[src/rtl/sram_ctrl_pkg.sv]
// Shared types and bus constants for the SRAM controller slice.
package sram_ctrl_pkg;

  localparam int   REG_BUS      = 32;
  localparam logic CHIP_ENABLE  = 1'b1;
  localparam logic WRITE_ENABLE = 1'b1;
  localparam int   TIMER_W      = 4;

  typedef enum logic [2:0] {
    SramIdle    = 3'd0,
    SramSetup   = 3'd1,
    SramPulse   = 3'd2,
    SramDone    = 3'd3,
    SramRelease = 3'd4
  } state_t;

endpackage

[src/rtl/sram_ctrl_if.sv]
// MEM-stage data-memory bus: request from the pipeline, ready/data back from memory.
interface sram_ctrl_if;
  import sram_ctrl_pkg::*;

  logic               ce;
  logic               we;
  logic [3:0]         sel;
  logic [REG_BUS-1:0] addr;
  logic [REG_BUS-1:0] wdata;
  logic [REG_BUS-1:0] rdata;
  logic               ready;
  logic               err;

  modport master (output ce, we, sel, addr, wdata, input rdata, ready, err);
  modport slave  (input ce, we, sel, addr, wdata, output rdata, ready, err);
endinterface

[src/rtl/sram_wait_timer.sv]
// Loadable down-counter that times the strobe-active phase of an SRAM access.
module sram_wait_timer
  import sram_ctrl_pkg::*;
(
  input  logic               clk,
  input  logic               rst,
  input  logic               load,
  input  logic               dec,
  input  logic [TIMER_W-1:0] load_val,
  output logic               zero
);

  logic [TIMER_W-1:0] cnt;

  always_ff @(posedge clk) begin
    if (rst)                      cnt <= '0;
    else if (load)                cnt <= load_val;
    else if (dec && cnt != '0)    cnt <= cnt - 1'b1;
  end

  assign zero = (cnt == '0);

endmodule

[src/rtl/sram_ctrl.sv]
// MEM-stage bus to asynchronous 32-bit SRAM: SETUP, timed PULSE, DONE (ready), RELEASE.
// Define SRAM_CTRL_ERR_EN to fast-fail sel==0 requests with a ready+err pulse.
module sram_ctrl
  import sram_ctrl_pkg::*;
#(
  parameter int ADDR_W      = 20,
  parameter int WAIT_CYCLES = 2
) (
  input  logic               clk,
  input  logic               rst,
  sram_ctrl_if.slave         bus,
  output logic [ADDR_W-1:0]  sram_addr,
  output logic [REG_BUS-1:0] sram_dq_wr,
  input  logic [REG_BUS-1:0] sram_dq_rd,
  output logic               sram_dq_oe,
  output logic               sram_ce_n,
  output logic               sram_oe_n,
  output logic               sram_we_n,
  output logic [3:0]         sram_be_n
);

  localparam logic [TIMER_W-1:0] WAIT_LOAD = TIMER_W'(WAIT_CYCLES - 1);

  state_t             state;
  logic               req_we;
  logic               ready_q;
  logic [REG_BUS-1:0] rdata_q;
  logic               bad_sel;
  logic               timer_zero;

  // Only the word-address field reaches the pads.
  logic unused_addr_bits;
  assign unused_addr_bits = ^{bus.addr[REG_BUS-1:ADDR_W+2], bus.addr[1:0]};

`ifdef SRAM_CTRL_ERR_EN
  logic err_q;
  assign bad_sel = (bus.sel == 4'b0000);
  always_ff @(posedge clk) begin
    if (rst) err_q <= 1'b0;
    else     err_q <= (state == SramIdle) && (bus.ce == CHIP_ENABLE) && bad_sel;
  end
  assign bus.err = err_q;
`else
  assign bad_sel = 1'b0;
  assign bus.err = 1'b0;
`endif

  sram_wait_timer u_timer (
    .clk      (clk),
    .rst      (rst),
    .load     (state == SramSetup),
    .dec      (state == SramPulse),
    .load_val (WAIT_LOAD),
    .zero     (timer_zero)
  );

  // Pad outputs are set on the edge entering each state so they are glitch-free.
  always_ff @(posedge clk) begin
    if (rst) begin
      state      <= SramIdle;
      req_we     <= 1'b0;
      ready_q    <= 1'b0;
      rdata_q    <= '0;
      sram_addr  <= '0;
      sram_dq_wr <= '0;
      sram_dq_oe <= 1'b0;
      sram_ce_n  <= 1'b1;
      sram_oe_n  <= 1'b1;
      sram_we_n  <= 1'b1;
      sram_be_n  <= 4'hF;
    end else begin
      ready_q <= 1'b0;
      case (state)
        SramIdle: begin
          if (bus.ce == CHIP_ENABLE) begin
            if (bad_sel) begin
              state   <= SramDone;
              ready_q <= 1'b1;
            end else begin
              state     <= SramSetup;
              req_we    <= bus.we;
              sram_addr <= bus.addr[ADDR_W+1:2];
              sram_be_n <= ~bus.sel;
              sram_ce_n <= 1'b0;
              if (bus.we == WRITE_ENABLE) begin
                sram_dq_oe <= 1'b1;
                sram_dq_wr <= bus.wdata;
              end else begin
                sram_oe_n <= 1'b0;
              end
            end
          end
        end
        SramSetup: begin
          state <= SramPulse;
          if (req_we) sram_we_n <= 1'b0;
        end
        SramPulse: begin
          if (timer_zero) begin
            state     <= SramDone;
            ready_q   <= 1'b1;
            sram_we_n <= 1'b1;
            sram_oe_n <= 1'b1;
            if (!req_we) rdata_q <= sram_dq_rd;
          end
        end
        SramDone: begin
          // Address/data were held through the write-hold cycle; now release the bus.
          state      <= SramRelease;
          sram_ce_n  <= 1'b1;
          sram_be_n  <= 4'hF;
          sram_dq_oe <= 1'b0;
        end
        SramRelease: begin
          if (bus.ce != CHIP_ENABLE) state <= SramIdle;
        end
        default: state <= SramIdle;
      endcase
    end
  end

  assign bus.ready = ready_q;
  assign bus.rdata = rdata_q;

endmodule

[src/flat_wrapper.sv]
// flat-port wrapper written by rule: the top's interface ports become plain ports
module sram_ctrl_flat import sram_ctrl_pkg::*;
#(
  parameter int ADDR_W      = 20,
  parameter int WAIT_CYCLES = 2
)
  (clk, rst, sram_addr, sram_dq_wr, sram_dq_rd, sram_dq_oe, sram_ce_n, sram_oe_n, sram_we_n, sram_be_n, bus_ce, bus_we, bus_sel, bus_addr, bus_wdata, bus_rdata, bus_ready, bus_err);
  sram_ctrl_if bus_i ();
  input  logic clk;
  input  logic rst;
  output logic [ADDR_W-1:0] sram_addr;
  output logic [REG_BUS-1:0] sram_dq_wr;
  input  logic [REG_BUS-1:0] sram_dq_rd;
  output logic sram_dq_oe;
  output logic sram_ce_n;
  output logic sram_oe_n;
  output logic sram_we_n;
  output logic [3:0] sram_be_n;
  input wire logic [$bits(bus_i.ce)-1:0] bus_ce;
  input wire logic [$bits(bus_i.we)-1:0] bus_we;
  input wire logic [$bits(bus_i.sel)-1:0] bus_sel;
  input wire logic [$bits(bus_i.addr)-1:0] bus_addr;
  input wire logic [$bits(bus_i.wdata)-1:0] bus_wdata;
  output wire logic [$bits(bus_i.rdata)-1:0] bus_rdata;
  output wire logic [$bits(bus_i.ready)-1:0] bus_ready;
  output wire logic [$bits(bus_i.err)-1:0] bus_err;
  assign bus_i.ce = bus_ce;
  assign bus_i.we = bus_we;
  assign bus_i.sel = bus_sel;
  assign bus_i.addr = bus_addr;
  assign bus_i.wdata = bus_wdata;
  assign bus_rdata = bus_i.rdata;
  assign bus_ready = bus_i.ready;
  assign bus_err = bus_i.err;
  sram_ctrl #(.ADDR_W(ADDR_W), .WAIT_CYCLES(WAIT_CYCLES)) u_core (.clk(clk), .rst(rst), .bus(bus_i), .sram_addr(sram_addr), .sram_dq_wr(sram_dq_wr), .sram_dq_rd(sram_dq_rd), .sram_dq_oe(sram_dq_oe), .sram_ce_n(sram_ce_n), .sram_oe_n(sram_oe_n), .sram_we_n(sram_we_n), .sram_be_n(sram_be_n));
endmodule
[config.mk]
export PLATFORM = sky130hd
export DESIGN_NAME = sram_ctrl_flat
export DESIGN_NICKNAME = d
export VERILOG_FILES = /design/src/rtl/sram_ctrl_pkg.sv /design/src/rtl/sram_ctrl_if.sv /design/src/rtl/sram_wait_timer.sv /design/src/rtl/sram_ctrl.sv /design/src/flat_wrapper.sv
export SDC_FILE = /design/constraint.sdc
export NUM_CORES = 1
export LEC_CHECK = 0
export ABC_AREA = 1
export CAP_MARGIN = 10
export CORE_MARGIN = 8
export CORE_UTILIZATION = 44
export DETAILED_ROUTE_END_ITERATION = 8
export HOLD_SLACK_MARGIN = 0.1
export PLACE_DENSITY = 0.95
export REMOVE_ABC_BUFFERS = 1
export SLEW_MARGIN = 20
export SYNTH_ARGS = -nofsm -noshare
export SYNTH_HDL_FRONTEND = slang
export SYNTH_SLANG_ARGS = --single-unit
[constraint.sdc]
create_clock -name clk -period 2.3 [get_ports clk]
set_input_delay 0.46 -clock clk [delete_from_list [all_inputs] [get_ports clk]]
set_output_delay 0.46 -clock clk [all_outputs]
set_load 0.01 [all_outputs]
After elaboration in Yosys (flattened, before gate mapping)
Index checks and enable logic that the tools add are counted.
{"block": "op_classes", "mux": 20, "eq_ne": 10, "bitwise_logic": 3, "n_reduce_logical": 18, "n_addsub": 1}
{"operator": "$pmux 3 s5", "count": 1}
{"operator": "$reduce_and 3->1", "count": 5}
{"operator": "$mux 1", "count": 10}
{"operator": "$mux 3", "count": 3}
{"operator": "$ne 2x2->1 const B", "count": 4}
{"operator": "$pmux 1 s2", "count": 4}
{"operator": "$pmux 4 s2", "count": 1}
{"operator": "$reduce_bool 2->1", "count": 4}
{"operator": "$eq 3x2->1 const B", "count": 2}
{"operator": "$logic_not 4->1", "count": 1}
{"operator": "$mux 4", "count": 1}
{"operator": "$ne 2x1->1 const B", "count": 2}
{"operator": "$not 4->4", "count": 1}
{"operator": "$reduce_and 2->1", "count": 2}
{"operator": "$reduce_and 4->1", "count": 1}
{"operator": "$reduce_bool 4->1", "count": 1}
{"operator": "$reduce_or 2->1", "count": 2}
{"operator": "$sub 4x1->4 const B", "count": 1}
{"operator": "$eq 3x1->1 const B", "count": 1}
{"operator": "$eq 3x3->1 const B", "count": 1}
{"operator": "$logic_not 3->1", "count": 1}
{"operator": "$not 1->1", "count": 2}
{"operator": "$logic_and 1x1->1", "count": 1}
{"block": "word_totals", "in_bits": 104, "regBits": 101, "word_cells": 65, "out_inout_bits": 94}

Logic depth before layout (Yosys ltp)
Gate-level depths: netlist of run 1.
{"block": "depth", "depth_word": 4, "depth_mapped": 9, "depth_no_buf": 8}

By module
Synthesis of run 1 repeated with hierarchy kept, for this count alone.
{"block": "hier_totals", "hier_cells": 691, "area_unflattened_um2": 4600.7}
{"module": "sram_ctrl", "seq_area_each_um2": 1941.9, "cells_per_inst": 650, "area_per_inst_um2": 4326.6, "n_inst": 1}
{"module": "sram_wait_timer", "seq_area_each_um2": 80.1, "cells_per_inst": 41, "area_per_inst_um2": 274.0, "n_inst": 1}

Worst setup path before layout of run 1
OpenSTA, ideal clock, no wires.
{"block": "synth_path", "path_kind": "reg2reg", "start": "register u_core.u_timer.cnt[0]", "end": "register u_core.rdata_q[4] (netlist: u_core.bus.rdata[4])", "n_path_buf": 2, "required_time_ps": 2185, "stages_incl_launch_ff": 10, "setup_ps": 115, "arrival_ps": 1271, "path_slack_ps": 914, "synth_period_minus_slack_ps": 1386, "cell_sequence": "dfxtp_1 -> inv_1 -> ha_1 -> nand2_1 -> nor2_1 -> buf_4 -> buf_4 -> nand3_1 -> nand2_1 -> nor2_1"}
{"block": "synth_via", "elab_chain_cells": 2}
{"item": "from (decl)", "line": "sram_wait_timer.sv:13", "rtl": "logic [TIMER_W-1:0] cnt;"}
{"item": "from (signal assigned)", "line": "sram_wait_timer.sv:17", "rtl": "else if (load) cnt <= load_val;"}
{"item": "from (signal assigned)", "line": "sram_wait_timer.sv:18", "rtl": "else if (dec && cnt != '0) cnt <= cnt - 1'b1;"}
{"item": "$logic_not 4->1", "line": "sram_wait_timer.sv:21", "rtl": "assign zero = (cnt == '0);"}
{"item": "$reduce_and 3->1 (no source line)"}
{"item": "to (signal assigned)", "line": "sram_ctrl.sv:104", "rtl": "if (!req_we) rdata_q <= sram_dq_rd;"}
{"item": "to (decl)", "line": "sram_ctrl.sv:27", "rtl": "logic [REG_BUS-1:0] rdata_q;"}
Every way passes these cells.
A chain may end at the register's enable or synchronous reset.

Worst setup path in the final report of run 1
{"block": "layout_path", "start": "register u_core.sram_dq_wr[11]", "end": "output port sram_dq_wr[11]"}
{"item": "from (decl)", "line": "sram_ctrl.sv:13", "rtl": "output logic [REG_BUS-1:0] sram_dq_wr,"}
{"item": "from (signal assigned)", "line": "sram_ctrl.sv:87", "rtl": "sram_dq_wr <= bus.wdata;"}
{"item": "to (decl)", "line": "flat_wrapper.sv:12", "rtl": "output logic [REG_BUS-1:0] sram_dq_wr;"}
No word-level cell between the ends.

==> results of run 1 <==
[sequential cells by signal (all words and copies together) (netlist names)]
| name | cells |
|---|---|
| u_core.sram_dq_wr | 32 |
| u_core.req_we | 1 |
| u_core.sram_we_n | 1 |
| u_core.state | 3 |
| u_core.bus.rdata | 32 |
| u_core.bus.ready | 1 |
| u_core.sram_be_n | 4 |
| u_core.u_timer.cnt | 4 |
| u_core.sram_oe_n | 1 |
| u_core.sram_ce_n | 1 |
| u_core.sram_dq_oe | 1 |
| u_core.sram_addr | 20 |
[worst max-delay path by stage]
stage                                                   from                            endpoint  slack (ns)  depth (start not counted)
after floorplan           u_core.u_timer.cnt[0]$_SDFFE_PP0P_    u_core.bus.rdata[0]$_SDFFE_PP0P_       -0.78                          7
after global placement                                bus_ce   u_core.sram_addr[19]$_SDFFE_PP0P_        0.37                          6
after detailed placement                              bus_ce  u_core.sram_dq_wr[10]$_SDFFE_PP0P_        0.30                          8
after CTS                  u_core.bus.rdata[28]$_SDFFE_PP0P_                       bus_rdata[28]        0.54                          1
after global routing        u_core.bus.rdata[9]$_SDFFE_PP0P_                        bus_rdata[9]        0.51                          1
final                     u_core.sram_dq_wr[11]$_SDFFE_PP0P_                      sram_dq_wr[11]        0.58                          1
[through the flow]
step | worst slack [ns] | power [mW] | std cells | hold WS, ns
2_1_floorplan | -0.779 | 2.66 | 558 | 0.439
3_3_place_gp | 0.371 | 3.33 | 862 | 0.429
3_5_place_dp | 0.304 | 3.36 | 862 | 0.434
4_1_cts | 0.542 | 4.44 | 878 | 0.455
5_1_grt | 0.505 | 4.66 | 878 | 0.484
6_report | 0.578 | 4.39 | 878 | 0.453
[kinds of logic after synthesis]
family | share of synthesized area, %
buffers and inverters | 11.6
AO/OA/AOI/OAI | 8.16
AND/OR/NAND/NOR | 30.5
XOR/XNOR | 0.213
adder cells (fa/ha/maj) | 0.304
flip-flops | 49.2
other | 0.0913
[layer usage]
metal  GRT usage [%]  routed length [um]
met5               0                   0
met3            7.73                1070
met2            31.9                5730
met1            18.9                4710
met4            5.13                 159
[power breakdown]
part / internal, mW / switching [mW] / total, mW
Combinational: 0.654 / 0.619 / 1.27
Clock: 0.443 / 0.636 / 1.08
Sequential: 1.94 / 0.0988 / 2.04
Total: 3.04 / 1.35 / 4.39
[cell type report]
class	instances	area, um^2
clock buffers	10	138
clock inverters	6	53.8
fillers	742	2940
inverters	75	282
multi-input cells	382	1620
flip-flops and latches	101	2020
well taps	111	139
repair buffers	193	1960
[Yosys cell counts (2+ instances only)]
| cell | number | share of area [%] |
|---|---|---|
| nand2_1 | 159 | 15 |
| o211ai_1 | 4 | 0.73 |
| clkbuf_1 | 14 | 1.3 |
| o21ai_0 | 2 | 0.24 |
| nand3_1 | 41 | 5.0 |
| buf_2 | 11 | 1.3 |
| buf_6 | 2 | 0.55 |
| nor2_1 | 108 | 9.9 |
| inv_2 | 2 | 0.18 |
| buf_1 | 3 | 0.27 |
| inv_1 | 73 | 6.7 |
| a21oi_1 | 59 | 7.2 |
| dfxtp_1 | 101 | 49 |
| nor3_1 | 2 | 0.24 |
| buf_4 | 7 | 1.3 |
==> impl_metrics.tcl, run 1 <==
set metrics [dict create \
    powerDensity_nw_per_um2 707 \
    setup_viol 0 \
    rr_startpoint "u_core.u_timer.cnt[0]$_SDFFE_PP0P_" \
    critPathKind "flip-flop to output port" \
    dieArea_um2 12700 \
    synthesis.area_per_instance_um2 6.91 \
    clock_latency_ns 0.35 \
    die_x_um 113 \
    slew_viol_final 0 \
    area_growth_pct 51.2 \
    drtAntennaViolNets 0 \
    io_pins 198 \
    start_util_pct 44.9 \
    drive_gt1_share_pct 4.30 \
    crit_path_start_kind "flip-flop" \
    grt_pass1_vias 3887 \
    htreeDepth 3 \
    dr.first_iter.drc_count 249 \
    wl_per_cell_um 13.3 \
    cts_resized 0 \
    critical-path-top-delay-family "buffers and inverters" \
    grt_pass1_wl_mm 18.7 \
    vdd_drop_max_v 0.000347 \
    final_cell_mix "clkdlybuf4s50_1, nand2_1, nor2_1" \
    async_flop_share_pct 0 \
    via_per_inst 4.69 \
    crit_required_ns 1.84 \
    fmax_mhz 581 \
    port-buffer-count 184 \
    ys_warn_count 0 \
    insertedDiodeCount 0 \
    ys_ff_latch 101 \
    arrival_ns 1.26 \
    ctsHoldBuffers 0 \
    synthesis.area_um2 4110 \
    rr_worst_depth 8 \
    layout_min_cycle_time_ns 1.72 \
    hp-start "u_core.sram_ce_n$_SDFFE_PP1P_" \
    status "finished, final reports clean" \
    crit_chain "clkdlybuf4s50_1" \
    fp.dieH_um 113 \
    fin_nets 867 \
    grt_start_max_net_pins 67 \
    cts_tree "done" \
    slowest_stage "clkdlybuf4s50_1" \
    fin_util_pct 67.9 \
    p_leak_nw 2.76 \
    placed_cell_area_um2 6020 \
    firstDrtPassIters 5 \
    synthFlopType "dfxtp_1" \
    cts_max_path_buffers 2 \
    cts.reportedPaths.clkPinSlew_ns 0.10 \
    antenna_found_initial 0 \
    crit_path_max_incr_delay_ns 0.56 \
    tns_ns 0 \
    hpwl_mm 8.75 \
    holdCritPathClass "flip-flop to flip-flop" \
    grt.overflow.total 0 \
    root_buffer "clkbuf_8" \
    wl_mm 11.7 \
    timing.final.crit_share_pct 74.9 \
    synth_cell_type_count 22 \
    r2r_slack_ns 0.70 \
    whs_endpoint "u_core.sram_ce_n$_SDFFE_PP1P_" \
    cts_num_sinks 101 \
    rsz0062_at_grt "false" \
    drc_errors 0 \
    end_kind "output port" \
    worstPathMaxFanout 2 \
    core-area_um2 9150 \
    maxCapViolations 0 \
    post_cts_buffers 0 \
    syn_inst 595 \
    final_common_cell "clkdlybuf4s50_1" \
    vias 4120 \
    fin_area_um2 6210 \
    hold_path_depth 2 \
    regToRegEndpoint "u_core.bus.rdata[22]$_SDFFE_PP0P_" \
    hold_viol 0 \
    rows 35 \
    critical_path_buf_inv_count 1 \
    grt_usage_pct 18.0 \
    gp_congestion 0.816 \
    ys_seq_area_share_pct 49.2 \
    cts_buffers 9 \
    synth-edff-count 0 \
    clock_skew_ns 0.0142 \
]
(Power assumes the default switching activity.)
==> run 2: changes to the inputs <==
- CORE_UTILIZATION: 44 -> 41
- PLACE_DENSITY: 0.95 -> 0.9
- clock period: 2.3 -> 1.6 ns (I/O delays scaled with it)
==> run 2 against run 1 <==
Compared with the run above:
- final area rose by 4.2%
- register-to-register slack got worse by 0.55 ns
- sequential cell count did not move
- critical path type unchanged
- highest routed layer unchanged
==> impl_metrics.tcl, run 2 (synthesis results as in run 1) <==
set metrics [dict create \
    slew_viol_final 0 \
    clock_skew_ns 0.0172 \
    final_cell_mix "nand2_1, nor2_1, dfxtp_1" \
    holdCritPathClass "flip-flop to flip-flop" \
    crit_chain "clkdlybuf4s50_1" \
    critPathKind "flip-flop to output port" \
    area_growth_pct 57.6 \
    hpwl_mm 8.87 \
    place_ws_ns -0.0216 \
    arrival_ns 1.24 \
    crit_path_max_incr_delay_ns 0.56 \
    dr.first_iter.drc_count 175 \
    worstPathMaxFanout 1 \
    vdd_drop_max_v 0.000593 \
    drtAntennaViolNets 0 \
    io_pins 198 \
    dieArea_um2 13500 \
    end_kind "output port" \
    layout_min_cycle_time_ns 1.56 \
    status "finished, final reports clean" \
    drc_errors 0 \
    final_common_cell "nand2_1" \
    cts_max_path_buffers 2 \
    antenna_found_initial 0 \
    gp_congestion 0.748 \
    grt.overflow.total 0 \
    rr_startpoint "u_core.u_timer.cnt[0]$_SDFFE_PP0P_" \
    tns_ns 0 \
    wl_per_cell_um 13.9 \
    multi_input_area_um2 1630 \
    cts_tree "done" \
    fmax_mhz 641 \
    insertedDiodeCount 0 \
    hold_viol 0 \
    powerDensity_nw_per_um2 969 \
    core-area_um2 9770 \
    n_fill_cell 842 \
    grt_pass1_vias 3886 \
    critical-path-top-delay-family "buffers and inverters" \
    critical_path.startpoint "u_core.bus.ready$_SDFF_PP0_" \
    cts_buffers 9 \
    fp.dieH_um 116 \
    crit_path_start_kind "flip-flop" \
    p_leak_nw 3.92 \
    ff_latch_area_um2 2020 \
    drive_gt1_share_pct 5.30 \
    clock_latency_ns 0.36 \
    maxCapViolations 0 \
    ctsHoldBuffers 0 \
    crit_required_ns 1.28 \
    firstDrtPassIters 4 \
    final.setup.worst_slack_ns 0.0390 \
    report.power.total_mw 6.27 \
    fin_util_pct 66.2 \
    die_x_um 116 \
    critical_path_buf_inv_count 1 \
    cts.reportedPaths.clkPinSlew_ns 0.11 \
    wl_mm 12.6 \
    port-buffer-count 184 \
    rsz0062_at_grt "false" \
    grt_usage_pct 17.5 \
    cts_num_sinks 101 \
    setup_viol 0 \
    htreeDepth 3 \
    rows 36 \
    timing.final.crit_share_pct 97.6 \
    placed_cell_area_um2 6090 \
    fin_area_um2 6470 \
    via_per_inst 4.56 \
    slowest_stage "clkdlybuf4s50_1" \
    root_buffer "clkbuf_8" \
    grt_start_max_net_pins 66 \
    grt_pass1_wl_mm 18.8 \
    fin_nets 874 \
    start_util_pct 42.0 \
    vias 4133 \
    hp-start "u_core.sram_ce_n$_SDFFE_PP1P_" \
]
run 2: cell type report:
type                            instances  area share [%]
Clock inverter                          6           0.870
Timing Repair Buffer                  200            33.8
Tap cell                              133            2.57
Sequential cell                       101            31.2
Inverter                               75            4.35
Multi-Input combinational cell        382            25.2
Clock buffer                            9            1.91
run 2: metal layers:
metal  global-route usage, %  vias to the layer above  part of all wire (%)
li1                        -                     2152                     -
met2                    31.4                      122                    50
met5                       0                        -                     0
met4                    3.89                        0                  0.71
met3                    8.22                        9                   8.8
met1                    18.2                     1850                    40
run 2: final timing paths:
| check | depth (start not counted) | endpoint | slack, ns |
|---|---|---|---|
| max | 1 | bus_ready | 0.04 |
| min | 2 | u_core.sram_ce_n$_SDFFE_PP1P_ | 0.45 |
| max reg2reg | 8 | u_core.bus.rdata[15]$_SDFFE_PP0P_ | 0.15 |
| min reg2reg | 2 | u_core.sram_ce_n$_SDFFE_PP1P_ | 0.45 |
run 2: worst register-to-register path, delay by kind of cell (launching register included):
family / cells / cell delay [ns]
buffers and inverters: 2 / 0.34
and+or+nand+nor: 5 / 0.55
DFF: 1 / 0.32
adders and majority gates: 1 / 0.15
run 2: where the power goes:
| group | internal (mW) | switching (mW) | total [mW] |
|---|---|---|---|
| registers | 2.79 | 0.137 | 2.93 |
| logic | 0.907 | 0.931 | 1.84 |
| clock network | 0.591 | 0.914 | 1.50 |
| total | 4.29 | 1.98 | 6.27 |
run 2: repair_timing:
action                     4_1_cts  5_1_grt
setup endpoints to repair       27       96
pin swaps                        0        1
buffers inserted                 0        0
gates cloned                     0        3
resized for setup               27       67
run 2: metrics by stage:
stage / hold slack, ns / instances
finish: 0.454 / 906
global route: 0.477 / 906
CTS: 0.455 / 903
detailed placement: 0.439 / 888
global placement: 0.430 / 888
floorplan: 0.389 / 558
